## src/rtl/mem_bus_bridge.sv

```systemverilog
// Bridges the core's MEM-stage data request onto a single Wishbone classic cycle,
// stalling the pipeline until ack or timeout and holding read data while ctrl stalls.
module mem_bus_bridge #(
   parameter int unsigned TIMEOUT = 255
) (
   input  logic        clk,
   input  logic        rst,
   input  logic [5:0]  stall_i,
   input  logic        cpu_ce_i,
   input  logic        cpu_we_i,
   input  logic [31:0] cpu_addr_i,
   input  logic [3:0]  cpu_sel_i,
   input  logic [31:0] cpu_data_i,
   output logic [31:0] cpu_data_o,
   output logic        stallreq_o,
   output logic        bus_err_o,
   output logic        wb_cyc_o,
   output logic        wb_stb_o,
   output logic        wb_we_o,
   output logic [31:0] wb_adr_o,
   output logic [3:0]  wb_sel_o,
   output logic [31:0] wb_dat_o,
   input  logic [31:0] wb_dat_i,
   input  logic        wb_ack_i
);

   localparam int unsigned CntW = ($clog2(TIMEOUT + 1) > 8) ? $clog2(TIMEOUT + 1) : 8;
   localparam logic [CntW:0] TimeoutVal = TIMEOUT[CntW:0];

   typedef enum logic [1:0] {StIdle, StBusy, StHold} state_e;

   state_e            state_q, state_d;
   logic [CntW-1:0]   cnt_q, cnt_d;
   logic [31:0]       rd_buf_q, rd_buf_d;
   logic              cyc_q, cyc_d;
   logic              stb_q, stb_d;
   logic              we_q, we_d;
   logic [31:0]       adr_q, adr_d;
   logic [3:0]        sel_q, sel_d;
   logic [31:0]       dat_q, dat_d;
   logic [CntW:0]     cnt_inc;
   logic              timeout;
   logic [31:0]       ret_data;

   // cnt_q counts completed BUSY cycles; abort once the current one is the TIMEOUT-th.
   assign cnt_inc = {1'b0, cnt_q} + 1'b1;
   assign timeout = (cnt_inc == TimeoutVal);

   always_comb begin
      state_d    = state_q;
      cnt_d      = cnt_q;
      rd_buf_d   = rd_buf_q;
      cyc_d      = cyc_q;
      stb_d      = stb_q;
      we_d       = we_q;
      adr_d      = adr_q;
      sel_d      = sel_q;
      dat_d      = dat_q;
      ret_data   = 32'h0;
      stallreq_o = 1'b0;
      cpu_data_o = 32'h0;
      bus_err_o  = 1'b0;
      unique case (state_q)
         StIdle: begin
            if (cpu_ce_i) begin
               stallreq_o = 1'b1;
               cyc_d      = 1'b1;
               stb_d      = 1'b1;
               we_d       = cpu_we_i;
               adr_d      = cpu_addr_i;
               sel_d      = cpu_we_i ? cpu_sel_i : 4'hF;
               dat_d      = cpu_data_i;
               cnt_d      = '0;
               state_d    = StBusy;
            end
         end
         StBusy: begin
            if (wb_ack_i || timeout) begin
               ret_data   = (wb_ack_i && !we_q) ? wb_dat_i : 32'h0;
               cpu_data_o = ret_data;
               rd_buf_d   = ret_data;
               bus_err_o  = !wb_ack_i;
               cyc_d      = 1'b0;
               stb_d      = 1'b0;
               state_d    = (|stall_i) ? StHold : StIdle;
            end else begin
               stallreq_o = 1'b1;
               cnt_d      = cnt_q + 1'b1;
            end
         end
         StHold: begin
            cpu_data_o = rd_buf_q;
            if (!(|stall_i)) state_d = StIdle;
         end
         default: state_d = StIdle;
      endcase
      // Combinational outputs stay quiet for the whole reset assertion.
      if (!rst) begin
         stallreq_o = 1'b0;
         cpu_data_o = 32'h0;
         bus_err_o  = 1'b0;
      end
   end

   always_ff @(posedge clk) begin
      if (!rst) begin
         state_q  <= StIdle;
         cnt_q    <= '0;
         rd_buf_q <= 32'h0;
         cyc_q    <= 1'b0;
         stb_q    <= 1'b0;
         we_q     <= 1'b0;
         adr_q    <= 32'h0;
         sel_q    <= 4'h0;
         dat_q    <= 32'h0;
      end else begin
         state_q  <= state_d;
         cnt_q    <= cnt_d;
         rd_buf_q <= rd_buf_d;
         cyc_q    <= cyc_d;
         stb_q    <= stb_d;
         we_q     <= we_d;
         adr_q    <= adr_d;
         sel_q    <= sel_d;
         dat_q    <= dat_d;
      end
   end

   assign wb_cyc_o = cyc_q;
   assign wb_stb_o = stb_q;
   assign wb_we_o  = we_q;
   assign wb_adr_o = adr_q;
   assign wb_sel_o = sel_q;
   assign wb_dat_o = dat_q;

endmodule

```

## config.mk

```make
export PLATFORM = sky130hd
export DESIGN_NAME = mem_bus_bridge
export DESIGN_NICKNAME = d
export VERILOG_FILES = /design/src/rtl/mem_bus_bridge.sv
export SDC_FILE = /design/constraint.sdc
export NUM_CORES = 1
export LEC_CHECK = 0
export ABC_AREA = 1
export CORE_ASPECT_RATIO = 1.5
export CORE_MARGIN = 5
export CORE_UTILIZATION = 28
export DETAILED_ROUTE_END_ITERATION = 12
export PLACE_DENSITY = 0.6
export SLEW_MARGIN = 20
export SYNTH_ARGS = -nofsm -noshare
export SYNTH_HDL_FRONTEND = slang
export SYNTH_SLANG_ARGS = --single-unit
export TNS_END_PERCENT = 100
```

## constraint.sdc

```tcl
create_clock -name clk -period 1.64 [get_ports clk]
set_input_delay 0.328 -clock clk [delete_from_list [all_inputs] [get_ports clk]]
set_output_delay 0.328 -clock clk [all_outputs]
set_load 0.01 [all_outputs]
```

==> impl_metrics.yaml <==
timing:
  finalMaxSlewViolations: 0
  final-hold-violation-count: 0
  max_slew.worst_pin.slew_ns: 0.594
  setup_viol: 77
  finalCritPeriodShare_pct: 131
  clock.fmax_ghz: 0.465
  fin_setup_tns_ns: -30.09
  min_period_ns: 2.15
  holdWs_ns: 0.433
  skew_ns: 0.00668
  slew_headroom_pct: 60.4
  setup_ws_ns: -0.509
  rsz0062_at_grt: "yes"
run:
  drv_cap: 0
synthesis:
  netlist-cell-type-count: 27
  netlist_area_um2: 4790
  ys_seq_area_share_pct: 46.8
  synth_cells: 639
  synth_top_area_share_pct: 46.8
  ys_seq_elements: 112
  synthTopCellsByArea: "dfxtp_1 (47%), nor2_1 (11%), o21ai_0 (6.7%), nand2_1 (6.4%), a21oi_1 (6.1%)"
  synthesis.nets: 756
  yosys_warnings: 0
  synth.avg_cell_area_um2: 7.50
  yosys.area.top_type: "dfxtp_1"
pwr:
  p_seq_share_pct: 27.5
  intPower_mw: 8.77
  pwr-share-clk_pct: 15.5
  cellLeakagePower_nw: 3.93
  p_per_area_nw_per_um2: 1480
  swShare_pct: 37.3
  combPwrFrac_pct: 57.0
  switching_power_mw: 5.22
  ir_drop_mv: 0.922
setup_path:
  worst_setup_path_end_kind: "primary output"
  slowest_delay_ns: 0.35
  path_class: "flop to primary output"
  r2r_start: "cnt_q[1]"
  crit_fanout: 9
  worstSetupStartpoint: "state_q[0]"
  cp_top_family: "buffers and inverters"
  required_ns: 1.31
  path_cells: "buf_6 -> ha_4 -> buf_12 -> buf_4 -> buf_4 -> nand3_2 -> a21oi_2 -> buf_4"
  path_buf_inv: 5
  cp_common_cell: "buf_4"
  crit_slowest_cell: "dfxtp_2"
  worstSetupStartpointType: "flop"
  crit_arrival_ns: 1.82
clock_network:
  cts_num_sinks: 112
  clk-insertion-delay-late_ns: 0.35
  path_clk_slew_ns: 0.08
  cts_root_buffer: "clkbuf_16"
  cts_tree: "yes"
  clockBufferDepth: 2
  cts_hold_buf: 0
  h-tree-depth: 3
  cts_inserted_buffers: 9
routing:
  wire_per_inst_um: 17.1
  drt-pass1-iter-count: 4
  drc: 0
  ant_nets: 0
  drt-initial-drc-count: 222
  via_count: 5500
  via_per_inst: 4.68
  routed_wl_um: 20100
floorplanning:
  start_util_pct: 28.5
  io_pins: 216
  die_y_um: 170
  die_area_um2: 19900
  fp.coreArea_um2: 16800
  rows: 58
  die_w_um: 117
global_routing:
  grt_pass1_vias: 5565
  grt_use_total_pct: 19.0
  grt_overflow_total: 0
  antenna_found_initial: 1
  grt_first_pass_wirelength_um: 29600
  grt_max_degree: 69
place:
  placed_cell_area_um2: 7650
  hpwl_um: 11500
  io_buffers: 215
  place_congestion: 0.756
layout:
  fin_nets: 1076
  fin_area_um2: 9480
  diodes: 0
  nFillCells: 1493
  area_growth_pct: 97.8
  drive_gt1_share_pct: 37.7
run_status:
  status: "finished, violations left"
  violations: "setup timing"
worst_hold_path:
  hold_start: "rst"
  timing.hold.worst.class: "primary input to flop"
==> cells in the final DEF (no fill, tap or decap), types with 3 or more instances in the layout <==
cell             count
a21oi_4              4
inv_2                4
nand2_2             35
nand2_4             12
inv_1                8
buf_4               91
a21oi_2             56
dlymetal6s2s_1      11
a21oi_1             18
nand3_1             21
o21ai_0             64
o221a_2              4
dfxtp_1            106
ha_4                 4
buf_6               27
clkdlybuf4s50_1    166
clkinv_4             3
nand3_2             16
dlygate4sd2_1        3
buf_16              10
buf_12              15
nand3_4             15
nor2_1             140
clkbuf_16           12
buf_2               29
nand2_1             57
inv_6                3
dfxtp_2              4
==> power groups by stage <==
stage	clock, mW	sequential [mW]	combinational (mW)
global route	2.36	3.93	8.51
detailed placement	0	3.86	4.92
finish	2.17	3.84	7.98
CTS	2.25	3.82	7.55
floorplan	0	4.02	2.32
global placement	0	3.83	4.91
==> metal layers <==
layer	GRT usage [%]	part of all wire [%]
met5	0	0.035
met1	19.6	36
met3	6.47	7.6
met2	35.6	54
met4	5.74	2.4
==> synth_stat cells, drive strengths merged <==
master and instances:
or2 1, inv 15, nand2 106, ha 6, nand3 52, nand4 2
a21oi 78, nor4 2, o221a 4, o21bai 2, o21ai 65, buf 16
clkbuf 33, dfxtp 112, nor2 144, clkinv 1
==> path summary, 6_finish.rpt <==
kind | to | slack [ns] | depth (start not counted)
setup / recovery | stallreq_o | -0.51 | 8
hold / removal | cnt_q[0] | 0.43 | 4
setup reg to reg | rd_buf_q[3] | -0.46 | 14
hold reg to reg | rd_buf_q[5] | 0.47 | 2
==> through the flow <==
step / power [mW] / worst slack [ns] / instances / utilization [%]
2_1_floorplan: 6.34 / 0.00965 / 639 / -
3_3_place_gp: 8.75 / -0.755 / 1090 / 45.4
3_5_place_dp: 8.78 / -0.775 / 1090 / 45.4
4_1_cts: 13.6 / -0.509 / 1163 / 53.8
5_1_grt: 14.8 / -0.658 / 1174 / 56.3
6_report: 14.0 / -0.509 / 1174 / 56.3
==> worst reg2reg max path, delay by kind of cell, from the launching register on <==
kind,cells,cell delay (ns)
AOI/OAI and AO/OA,2,0.24
buffers and inverters,5,0.71
DFF,1,0.37
and+or+nand+nor,7,0.66
==> cells by family after synthesis <==
| logic type | after synthesis | synth area share (%) |
|---|---|---|
| AOI/OAI and AO/OA | 149 | 17.8 |
| adders and majority gates | 6 | 1.57 |
| buffers and inverters | 65 | 6.45 |
| DFF | 112 | 46.8 |
| and+or+nand+nor | 307 | 27.3 |
==> sequential cells by signal (all words and copies together) (netlist names) <==
register / cells
wb_dat_o: 32
wb_we_o: 1
rd_buf_q: 32
wb_adr_o: 32
cnt_q: 8
state_q: 2
wb_sel_o: 4
wb_stb_o: 1
==> layout make-up <==
class	instances	area, um^2	share of cell area, %
Sequential cell	112	2250	23.8
Inverter	16	70.1	0.739
Clock inverter	7	60.1	0.634
Tap cell	210	263	2.77
Multi-Input combinational cell	462	2910	30.8
Timing Repair Buffer	358	3690	38.9
Clock buffer	9	225	2.38
==> repair_timing <==
| item | 4_1_cts | 5_1_grt |
|---|---|---|
| gates resized for setup | 265 | 87 |
| gates cloned | 15 | 4 |
| setup buffers | 45 | 11 |
| pin swaps | 28 | 36 |
| endpoints found under the setup margin | 141 | 120 |
| hold endpoints to repair | 0 | 0 |
Note: power is estimated with default switching activity, not from simulation.
